$ cat config.mk
export PLATFORM = sky130hd
export DESIGN_NAME = ff_chain_test_ctrl
export DESIGN_NICKNAME = d
export VERILOG_FILES = /design/src/rtl/ff_chain_test_ctrl.sv
export SDC_FILE = /design/constraint.sdc
export NUM_CORES = 1
export LEC_CHECK = 0
export ABC_AREA = 1
export BUFFER_PORTS_ARGS = -buffer_cell sky130_fd_sc_hd__buf_2
export CORE_ASPECT_RATIO = 0.75
export CORE_MARGIN = 5
export CORE_UTILIZATION = 55
export DETAILED_ROUTE_END_ITERATION = 8
export GPL_ROUTABILITY_DRIVEN = 0
export GPL_TIMING_DRIVEN = 0
export PLACE_DENSITY = 0.77
export SLEW_MARGIN = 20
export SYNTH_ARGS = -nofsm -noshare
export SYNTH_HDL_FRONTEND = slang
export SYNTH_SLANG_ARGS = --single-unit
$ cat constraint.sdc
create_clock -name clk -period 3.4 [get_ports clk]
set_input_delay 0.51 -clock clk [delete_from_list [all_inputs] [get_ports clk]]
set_output_delay 0.51 -clock clk [all_outputs]
set_load 0.01 [all_outputs]
$ cat src/rtl/ff_chain_test_ctrl.sv
// ff_chain_test_ctrl: PRBS fill/compare BIST sequencer for a serial flip-flop chain (FF_CHAIN_TEST_INJECT_EN adds inject_err_i)
module ff_chain_test_ctrl #(
  parameter int CHAIN_LEN = 64,
  parameter int CNT_W     = 16
) (
  input  logic             clk,
  input  logic             rst,
`ifdef FF_CHAIN_TEST_INJECT_EN
  input  logic             inject_err_i,
`endif
  input  logic             start_i,
  input  logic             abort_i,
  input  logic [15:0]      seed_i,
  input  logic [CNT_W-1:0] n_shifts_i,
  output logic             chain_d_o,
  output logic             chain_en_o,
  input  logic             chain_q_i,
  output logic             busy_o,
  output logic             done_o,
  output logic             pass_o,
  output logic [CNT_W-1:0] err_cnt_o,
  output logic [CNT_W-1:0] first_err_o
);
  localparam int CW = $clog2(CHAIN_LEN) > CNT_W ? $clog2(CHAIN_LEN) : CNT_W;
  localparam logic [CW-1:0] FILL_LAST = CW'(CHAIN_LEN - 1);
  typedef enum logic [1:0] {IDLE, FILL, RUN, DONE} state_t;
  state_t state_q, state_d;
  logic [15:0] gen_q, gen_d, chk_q, chk_d;
  logic [CNT_W-1:0] n_q, n_d, err_q, err_d, first_q, first_d;
  logic [CW-1:0] cnt_q, cnt_d;
  logic pass_q, pass_d, active, inj;
  function automatic logic [15:0] lfsr_nx(input logic [15:0] l);
    return {l[14:0], l[15] ^ l[13] ^ l[12] ^ l[10]};
  endfunction
  assign active = state_q == FILL || state_q == RUN;
`ifdef FF_CHAIN_TEST_INJECT_EN
  logic flag_q;
  always_ff @(posedge clk or posedge rst)
    if (rst) flag_q <= 1'b0;
    else flag_q <= inject_err_i | (flag_q & ~active);
  assign inj = flag_q;
`else
  assign inj = 1'b0;
`endif
  assign chain_en_o  = active;
  assign busy_o      = active;
  assign chain_d_o   = active & (gen_q[15] ^ inj);
  assign done_o      = state_q == DONE;
  assign pass_o      = done_o ? err_q == '0 : pass_q;
  assign err_cnt_o   = err_q;
  assign first_err_o = first_q;
  always_comb begin
    state_d = state_q;
    gen_d   = gen_q;
    chk_d   = chk_q;
    n_d     = n_q;
    cnt_d   = cnt_q;
    err_d   = err_q;
    first_d = first_q;
    pass_d  = pass_q;
    case (state_q)
      IDLE: if (start_i && !abort_i) begin
        state_d = FILL;
        gen_d   = seed_i == 16'h0 ? 16'h1 : seed_i;
        chk_d   = seed_i == 16'h0 ? 16'h1 : seed_i;
        n_d     = n_shifts_i;
        cnt_d   = '0;
        err_d   = '0;
        first_d = '1;
        pass_d  = 1'b0;
      end
      FILL: begin
        gen_d = lfsr_nx(gen_q);
        cnt_d = cnt_q == FILL_LAST ? '0 : cnt_q + CW'(1);
        if (cnt_q == FILL_LAST) state_d = n_q == '0 ? DONE : RUN;
      end
      RUN: begin
        gen_d = lfsr_nx(gen_q);
        chk_d = lfsr_nx(chk_q);
        cnt_d = cnt_q + CW'(1);
        if (chain_q_i != chk_q[15]) begin
          err_d   = &err_q ? err_q : err_q + CNT_W'(1);
          first_d = &first_q ? CNT_W'(cnt_q) : first_q;
        end
        if (cnt_q == CW'(n_q) - CW'(1)) state_d = DONE;
      end
      default: begin
        state_d = IDLE;
        pass_d  = err_q == '0;
      end
    endcase
    if (abort_i && active) state_d = IDLE;
  end
  always_ff @(posedge clk or posedge rst)
    if (rst) begin
      state_q <= IDLE;
      gen_q   <= 16'h1;
      chk_q   <= 16'h1;
      n_q     <= '0;
      cnt_q   <= '0;
      err_q   <= '0;
      first_q <= '1;
      pass_q  <= 1'b0;
    end else begin
      state_q <= state_d;
      gen_q   <= gen_d;
      chk_q   <= chk_d;
      n_q     <= n_d;
      cnt_q   <= cnt_d;
      err_q   <= err_d;
      first_q <= first_d;
      pass_q  <= pass_d;
    end
endmodule

==> run metrics, run 1 <==
status finished, final reports clean; CTS tree built; VDD IR max roughly 0.00043 V; die height 97.26 um; Core Rows 31; Post-synth top flop dfrtp_1; Internal just under 3 mW; GR Util All Layers 24.02%; #FFs+latches synth 99; sequential fraction of the synthesis area 44.77%; Avg Synthesized Cell Area 7.734 um^2; drt pass-1 iters 5; Critical Path Slowest Stage Cell dfrtp_1; DR WL/cell 15.47 um; Max Freq 0.3729 GHz; pwr dens 826.5 nW/um^2; Initial DRC Count 657; Sw Ratio 43.95%; CP startpoint kind flop; combinational power share 45.8%; DRC errors left 0; DRT antenna net count 0; Final Cycle Share 78.88%; RSZ-0062 raised after global routing false; Net Switching 2.335 mW; clock skew 9.075 ps; Max clock buf depth 2; Power Total roughly 5.3 mW; Cell Chain, Critical Path inv_1 -> ha_1 -> clkbuf_1 -> buf_2 -> nand2_1 -> inv_1 -> buf_2; core area 9774 um^2; clock root buffer clkbuf_16; Num Clock Sinks 99; Leak approximately 3 nW; cts bufs inserted 9; Filler Cell Count ~850; first-pass GRT wire length 24,270 um; crit path DAT between 2000 and 2500 ps; critical path peak fanout 10; commonest non-fill, non-tap cell in the layout nand2_1; post-DP HPWL about 11,000 um; initial core utilization 57.13%; Slew headroom 63.25%; vias in the first global route slightly above 5k; YS warnings 0; PortBufs 73; HP Class in2async; WHS 120.5 ps; final setup margin 718.1 ps; area of the mapped netlist 5584 um^2; final hold viol count 0; Core Util, Final 65.76%; largest net degree at the start of global routing 72; drt via density 5.594; Final Max Tran Viols 0; Post-CTS Repair Setup Buffers 0; initial antenna violation count 0; kind of critical path reg2out; ant diodes 0; Clock power frac 19.1%; Remaining Overflow, GRT 0; routed via count 5,281; clock-pin slew on the worst setup and hold paths 70 ps; share of cells above drive strength 1 19.58%; setup violators final 0; register share of total power 35.1%; syn nets 767; min Tclk post-route around 2700 ps; Req. time, crit path 2890 ps; most frequent cells in the layout nand2_1 (146), nor2_1 (105), dfrtp_1 (81), buf_2 (80), inv_1 (73); Max Cap Viol 0; # IOs 74; hold_buf cts 0; CP peak stage delay 400 ps; H-tree lvl count 3; clock latency on the worst-skew pair 350 ps; Mapped Cells between 700 and 800; post-cts resize count 0; die width 126.4 um; Netlist cell types 44; Post-synth EDFFs 0; asr flop ratio synth 100.0%; drt total wl 14,610 um; DIE AREA 12,290 um^2; Worst setup EP type output port; DP Worst Slack 1125 ps; Layout area overhead 15.10%; number of nets in the layout 852; worst slew pin tran 551.3 ps
-- through the flow --
step,TNS [ps],instance area [um^2],cells
floorplan,0,5584,722
global placement,-69180,6115,927
detailed placement,0,6147,928
CTS,0,6427,944
global route,0,6427,944
finish,0,6427,944
-- state kept, by name, indices dropped and copies added (netlist names) --
register and count:
chk_q 16, cnt_q 16, err_cnt_o 16, first_err_o 16, gen_q 16, n_q 16, pass_q 1, state_q 2
-- worst paths after layout --
| path | start | endpoint | slack (ps) | cells after the start |
|---|---|---|---|---|
| hold reg to reg | gen_q[11] | gen_q[11] | 490 | 2 |
| hold / removal | rst | err_cnt_o[8] | 120 | 2 |
| min in group clk | n_shifts_i[15] | n_q[15] | 390 | 2 |
| max in group asynchronous | rst | first_err_o[0] | 2590 | 3 |
| setup / recovery | state_q[0] | chain_d_o | 720 | 7 |
| setup reg to reg | state_q[0] | cnt_q[13] | 1050 | 10 |
-- area by class of cell --
class	instances	area [um^2]	area share, %
Multi-Input combinational cell	516	2653	41.27
Sequential cell	99	2500	38.89
Timing Repair Buffer	74	392.9	6.113
Inverter	83	319.1	4.964
Clock buffer	13	240.2	3.738
Tap cell	132	165.2	2.570
Buffer	24	117.6	1.830
Clock inverter	3	40.04	0.6229
-- layer usage --
layer,vias up,routed length (um),share of wire (%),global-route usage [%]
met3,28,1011,6.9,5.220
met1,2527,6759,46,34.49
met2,190,6616,45,36.71
met5,-,0,0,0
li1,2536,-,-,-
met4,0,221,1.5,6.760
-- power by group through the flow --
stage | logic [mW] | clock network, mW | registers (mW)
after detailed placement | 2.39 | 0 | 1.87
after CTS | 2.42 | 1.02 | 1.85
after global routing | 2.75 | 1.07 | 1.91
after floorplan | 1.76 | 0 | 1.82
final | 2.44 | 1.01 | 1.86
after global placement | 2.28 | 0 | 1.86
-- critical path: cells and delay by family, from the launching register on --
family	cells	cell delay [ps]
simple gates	1	100
fa+ha+maj	1	350
buf+inv	5	970
flops	1	400
-- kinds of logic (layout without fill, tap and decap cells) --
group	Yosys count	after routing	synth area share, %
and+or+nand+nor	358	358	29.17
muxes	4	4	0.8066
AOI/OAI and AO/OA	127	127	12.75
adders and majority gates	8	8	1.793
xor gates and xnor gates	19	19	2.980
buffers and inverters	107	197	7.730
DFF	99	99	44.77
-- cells in the mapped netlist (6+ instances only) --
library cell  count  area share, %
a21oi_1          60            5.4
a31oi_1          12            1.3
buf_2             7           0.63
clkbuf_1         12           0.81
dfrtp_1          81             36
dfstp_2          18            8.5
ha_1              8            1.8
inv_1            74            5.0
inv_2             6           0.40
nand2_1         146            9.8
nand2_2           8           0.90
nand3_1          41            3.7
nand4_1          12            1.3
nor2_1          105            7.1
nor2_2           10            1.1
nor3_1           11           0.99
nor4_1            8           0.90
o21ai_0          33            3.0
xnor2_1           8            1.3
xor2_1           11            1.7
No activity file was read; power rests on OpenSTA's default activity.
==> run 2: changes to the inputs <==
==> constraint.sdc (replaced) <==
create_clock -name clk -period 2.81 [get_ports clk]
set_input_delay 0.4215 -clock clk [delete_from_list [all_inputs] [get_ports clk]]
set_output_delay 0.4215 -clock clk [all_outputs]
set_load 0.01 [all_outputs]
==> run 2 against run 1 <==
Against the previous run:
- cell area increased by 1.5%
- total power increased by 22%
- core utilization increased by 1.0 points
- routed wire length decreased by 0.73%
- sequential power increased by 22%
- via count decreased by 0.97%
- flip-flop and latch count unchanged
- clock skew decreased by 2.9 ps
==> run metrics, run 2 (synthesis results as in run 1) <==
status finished, final reports clean (unchanged); DRC errors left 0 (unchanged); crit path buf inv count 5 (unchanged); Post-CTS Repair Setup Buffers 0 (unchanged); Num Clock Sinks 99 (unchanged); DRT antenna net count 0 (unchanged); DR WL/cell 15.31 um (was 15.47 um); RSZ-0062 raised after global routing false (unchanged); H-tree lvl count 3 (unchanged); Worst setup EP type output port (unchanged); setup TNS 0 ps (unchanged); post-cts resize count 0 (unchanged); initial core utilization 57.13% (unchanged); commonest non-fill, non-tap cell in the layout nand2_1 (unchanged); # IOs 74 (unchanged); Max clock buf depth 2 (unchanged); share of cells above drive strength 1 20.25% (was 19.58%); die width 126.4 um (unchanged); cts bufs inserted 9 (unchanged); RR Endpoint cnt_q[13] (unchanged); Power Total 6.488 mW (was 5.312 mW); clock latency on the worst-skew pair 340 ps (was 350 ps); initial antenna violation count 0 (unchanged); final setup margin 201.8 ps (was 718.1 ps); Final Cycle Share between 90 and 100%; PortBufs 73 (unchanged); FF-to-FF path depth 10 (unchanged); core area 9774 um^2 (unchanged); setup violators final 0 (unchanged); DIE AREA 12,290 um^2 (unchanged); crit-path leading delay family buffers and inverters (unchanged); largest net degree at the start of global routing 26 (was 72); HP Class in2async (unchanged); Layout area overhead 16.87% (was 15.10%); critical path depth 7 (unchanged); # placed instances 931 (was 928); clock root buffer clkbuf_16 (unchanged); clock-pin slew on the worst setup and hold paths 70 ps (about the same); drt pass-1 iters 5 (unchanged); CTS tree built (unchanged); CP peak stage delay 400 ps (about the same); Cell Chain, Critical Path inv_1 -> ha_1 -> clkbuf_1 -> buf_2 -> nand2_1 -> inv_1 -> buf_2 (unchanged); ant diodes 0 (unchanged); GR Util All Layers 23.87% (was 24.02%); min Tclk post-route 2608 ps; VDD IR max 0.0004629 V (was 0.0004344 V); Leak 3.039 nW (was 2.994 nW); Final Max Tran Viols 0 (unchanged); most frequent cells in the layout nand2_1 (146), nor2_1 (105), dfrtp_1 (81), buf_2 (80), inv_1 (73) (unchanged); CP startpoint kind flop (unchanged); WHS 104.5 ps (was 120.5 ps); Critical Path Slowest Stage Cell dfrtp_1 (unchanged); Post-DP Area 6221 um^2 (was 6147 um^2); Core Util, Final 66.77% (was 65.76%); internal reg-to-reg setup slack 500 ps (was 1050 ps); start of the worst register-to-register path state_q[0] (unchanged); Max Cap Viol 0 (unchanged); final hold viol count 0 (unchanged); routed via count 5,230 (was 5,281); first-pass GRT wire length 24,150 um (was 24,270 um); post-DP HPWL 11,050 um (was 10,750 um); die height 97.26 um (unchanged); pwr dens 994.1 nW/um^2 (was 826.5 nW/um^2); Remaining Overflow, GRT 0 (unchanged); drt total wl 14,500 um (was 14,610 um); Finished Cell Area 6526 um^2 (was 6427 um^2); critical path peak fanout 10 (unchanged); clock skew 6.157 ps (was 9.075 ps); Req. time, crit path 2390 ps (was 2890 ps); Max Freq 0.3834 GHz; drt via density 5.523 (was 5.594); worst slew pin tran 553.2 ps (was 551.3 ps); kind of critical path reg2out (unchanged); hold_buf cts 0 (unchanged); number of nets in the layout 855 (was 852); Slew headroom 63.12% (was 63.25%); DP Worst Slack 542.9 ps (was 1125 ps); Initial DRC Count 586 (was 657); vias in the first global route 4,993 (was 5,129); crit path DAT 2190 ps (was 2170 ps); Final Instance Count excl. Fillers 947 (was 944); Core Rows 31 (unchanged)
## run 2: how the worst max path moves through the flow
stage | slack (ps) | start | to
after floorplan | 950 | state_q[0] | err_cnt_o[7]
after global placement | 540 | rst | err_cnt_o[5]
after detailed placement | 540 | state_q[0] | cnt_q[13]
after CTS | 230 | state_q[0] | chain_d_o
after global routing | 110 | state_q[0] | chain_d_o
final | 200 | state_q[0] | chain_d_o
## run 2: report_power, final
group          leakage, nW  switching [mW]  internal (mW)  total [mW]
logic                 1.69            1.93           1.02        2.95
clock network        0.153           0.534          0.738        1.27
registers             1.19           0.358           1.90        2.26
## run 2: final cells by class
class	count	area, um^2
Buffer	24	117.6
Clock buffer	12	256.5
Clock inverter	4	48.80
Fill cell	848	3248
Inverter	83	317.8
Multi-Input combinational cell	516	2653
Sequential cell	99	2500
Tap cell	132	165.2
Timing Repair Buffer	77	467.9
## run 2: per-layer routing
| metal | track usage, % | part of all wire [%] | vias up |
|---|---|---|---|
| li1 | - | - | 2539 |
| met1 | 34.94 | 46 | 2473 |
| met2 | 36.67 | 45 | 199 |
| met3 | 5.165 | 7.6 | 19 |
| met4 | 4.699 | 1.3 | 0 |
| met5 | 0 | 0 | - |
==> run 3: changes to the inputs <==
--- a/config.mk
+++ b/config.mk
@@ -5,13 +5,11 @@
 export SDC_FILE = /design/constraint.sdc
 export NUM_CORES = 1
 export LEC_CHECK = 0
-export ABC_AREA = 1
 export BUFFER_PORTS_ARGS = -buffer_cell sky130_fd_sc_hd__buf_2
 export CORE_ASPECT_RATIO = 0.75
 export CORE_MARGIN = 5
 export CORE_UTILIZATION = 55
 export DETAILED_ROUTE_END_ITERATION = 8
-export GPL_ROUTABILITY_DRIVEN = 0
 export GPL_TIMING_DRIVEN = 0
 export PLACE_DENSITY = 0.77
 export SLEW_MARGIN = 20
==> run 3 against run 2 <==
Against the previous run:
- core utilization decreased by 1.8 points
- maximum frequency decreased by 2.4%
- cell count decreased by 21%
- first-iteration DRC count decreased by 31%
- cell area decreased by 5.1%
- clock power decreased by 6%
- worst setup slack got worse by 63 ps
- die area decreased by 4.5%
- clock-buffer cell count unchanged
- combinational power decreased by 11%
- critical path depth decreased by 2
- critical path type unchanged
==> run metrics, run 3 <==
clock-pin slew on the worst setup and hold paths 70 ps (about the same); met1 GRT Util 34.23% (was 34.94%); top cell type by total area after synthesis dfrtp_1 (unchanged); start of the worst register-to-register path state_q[0] (unchanged); Final Max Tran Viols 0 (unchanged); CP startpoint kind flop (unchanged); DRC errors left 0 (unchanged); asr flop ratio synth 100.0% (unchanged); beginning of the critical path state_q[0] (unchanged); core area 9542 um^2 (was 9774 um^2); die height 95.07 um (was 97.26 um); Layout area overhead 16.74% (was 16.87%); final setup margin 138.9 ps (was 201.8 ps); area of the mapped netlist 5306 um^2 (was 5584 um^2); Max Cap Viol 0 (unchanged); sequential fraction of the synthesis area 47.11% (was 44.77%); Critical Path Slowest Stage Cell buf_1 (was dfrtp_1); DIE AREA 11,730 um^2 (was 12,290 um^2); combinational power share 43.1% (was 45.5%); PortBufs 73 (unchanged); M3 GR Usage 4.448% (was 5.165%); min Tclk post-route 2671 ps (was 2608 ps); drt total wl 12,820 um (was 14,500 um); Max clock buf depth 2 (unchanged); Final Cycle Share 95.06% (was 92.82%); routability cong. 0.8892; Post-CTS Repair Setup Buffers 0 (unchanged); Mapped Cells 527 (was 722); vias in the first global route 4,176 (was 4,993); Finished Cell Area 6195 um^2 (was 6526 um^2); RR Endpoint first_err_o[1] (was cnt_q[13]); Leak 2.606 nW (was 3.039 nW); first-pass GRT wire length 21,220 um (was 24,150 um); register share of total power 37.3% (was 34.9%); HP Class in2async (unchanged); die width 123.4 um (was 126.4 um); #FFs+latches synth 99 (unchanged); YS warnings 0 (unchanged); setup violators final 0 (unchanged); most frequent cells in the layout dfrtp_1 (81), buf_2 (75), nor2_1 (52), nand2_1 (38), mux2i_1 (34) (was nand2_1 (146), nor2_1 (105), dfrtp_1 (81), buf_2 (80), inv_1 (73)); Yosys top cell area share 38.20% (was 36.30%); RSZ-0062 raised after global routing false (unchanged); post-DP HPWL 9450 um (was 11,050 um); drt pass-1 iters 5 (unchanged); grt peak-use layer met2 (unchanged); Post-synth top flop dfrtp_1 (unchanged); initial antenna violation count 0 (unchanged); clock skew 11.44 ps (was 6.157 ps); Cell Chain, Critical Path inv_1 -> ha_1 -> buf_1 -> and2_1 -> buf_2 (was inv_1 -> ha_1 -> clkbuf_1 -> buf_2 -> nand2_1 -> inv_1 -> buf_2); DRT antenna net count 0 (unchanged); Avg Synthesized Cell Area 10.07 um^2 (was 7.734 um^2); worst setup path end chain_d_o (unchanged); initial core utilization 55.61% (was 57.13%); GR Util All Layers 23.14% (was 23.87%); clock root buffer clkbuf_16 (unchanged); worst slew pin tran 721.8 ps (was 553.2 ps); CTS tree built (unchanged); most frequent cell after synthesis dfrtp_1 (was nand2_1); Initial DRC Count 406 (was 586); syn nets 572 (was 767); top post-synthesis cells by area dfrtp_1 (38%), dfstp_2 (8.9%), mux2i_1 (6.4%) (was dfrtp_1 (36%), nand2_1 (9.8%), dfstp_2 (8.5%)); Net Switching 2.441 mW (was 2.824 mW); status finished, final reports clean (unchanged); Remaining Overflow, GRT 0 (unchanged); largest net degree at the start of global routing 30 (was 26); Core Rows 31 (unchanged); Slew headroom 51.88% (was 63.12%); Internal 3.692 mW (was 3.664 mW); crit path DAT 2250 ps (was 2190 ps); kind of critical path reg2out (unchanged); WHS 79.10 ps (was 104.5 ps); final hold viol count 0 (unchanged); drt via density 5.746 (was 5.523); internal reg-to-reg setup slack 260 ps (was 500 ps); ant diodes 0 (unchanged); most frequent cells after synthesis dfrtp_1 (81), nor2_1 (53), nand2_1 (38) (was nand2_1 (146), nor2_1 (105), dfrtp_1 (81)); cts bufs inserted 9 (unchanged); critical path peak fanout 10 (unchanged); VDD IR max 0.0004736 V (was 0.0004629 V); Req. time, crit path 2390 ps (about the same); setup TNS 0 ps (unchanged); commonest non-fill, non-tap cell in the layout dfrtp_1 (was nand2_1); pwr dens 990.0 nW/um^2 (was 994.1 nW/um^2); CP peak stage delay 550 ps (was 400 ps); Sw Ratio 39.80% (was 43.53%); share of cells above drive strength 1 23.59% (was 20.25%); clock latency on the worst-skew pair 360 ps (was 340 ps); met2 Resource Use GR 34.46% (was 36.67%); Worst setup EP type output port (unchanged); Post-synth EDFFs 0 (unchanged); # IOs 74 (unchanged); Num Clock Sinks 99 (unchanged); routed via count 4,315 (was 5,230); Post-DP Area 5901 um^2 (was 6221 um^2); Max Freq 0.3744 GHz (was 0.3834 GHz); DP Worst Slack 174.0 ps (was 542.9 ps); Clock power frac 19.6% (about the same); DR WL/cell 17.07 um (was 15.31 um); H-tree lvl count 3 (unchanged); Netlist cell types 56 (was 44); FF-to-FF path depth 8 (was 10); number of nets in the layout 659 (was 855)
==> run 3: timing repair <==
| action | CTS | global route |
|---|---|---|
| setup endpoints to repair | 0 | 10 |
| resized for setup | 0 | 1 |
| hold buffers | 0 | 0 |
==> run 3: area by class of cell <==
| cell class | instances | area [um^2] |
|---|---|---|
| Clock inverter | 4 | 35.03 |
| Inverter | 15 | 60.06 |
| Fill cell | 770 | 3347 |
| Tap cell | 132 | 165.2 |
| Multi-Input combinational cell | 384 | 2621 |
| Buffer | 29 | 131.4 |
| Sequential cell | 99 | 2500 |
| Clock buffer | 12 | 256.5 |
| Timing Repair Buffer | 76 | 425.4 |
==> run 3: how the worst min path moves through the flow <==
stage | startpoint | end | cells after the start
after floorplan | gen_q[11] | gen_q[11] | 2
after global placement | gen_q[14] | gen_q[14] | 2
after detailed placement | rst | n_q[5] | 2
after CTS | rst | n_q[0] | 2
after global routing | rst | n_q[0] | 2
final | rst | n_q[0] | 2
==> run 3: worst max-delay path: cells and delay by family, from the launching register on <==
family / cells / cell delay, ps
AND/OR/NAND/NOR: 1 / 240
flip-flops: 1 / 410
adder cells (fa/ha/maj): 1 / 470
buffers and inverters: 3 / 780
==> run 3: power groups by stage <==
stage / clock [mW] / combinational [mW] / sequential (mW)
after floorplan: 0 / 1.98 / 2.22
after global placement: 0 / 2.50 / 2.28
after detailed placement: 0 / 2.61 / 2.30
after CTS: 1.23 / 2.63 / 2.28
after global routing: 1.29 / 2.92 / 2.35
final: 1.20 / 2.64 / 2.29
==> run 3: cell families after synthesis <==
kind of cell	synth area share, %
adder cells (fa/ha/maj)	1.886
AND/OR/NAND/NOR	18.72
XOR/XNOR	7.758
flip-flops	47.11
multiplexers	10.23
AO/OA/AOI/OAI	10.75
buffers and inverters	3.537
==> run 3: per-stage QoR <==
step / utilization (%) / total power, mW / instances
2_1_floorplan: - / 4.204 / 527
3_3_place_gp: 61.21 / 4.786 / 732
3_5_place_dp: 61.84 / 4.909 / 735
4_1_cts: 64.90 / 6.143 / 751
5_1_grt: 64.92 / 6.558 / 751
6_report: 64.92 / 6.133 / 751
==> run 3: per-layer routing <==
layer	vias to the layer above	part of all wire (%)
met5	-	0
met4	0	1.3
met3	12	5.2
met2	131	46
met1	2122	47
li1	2050	-
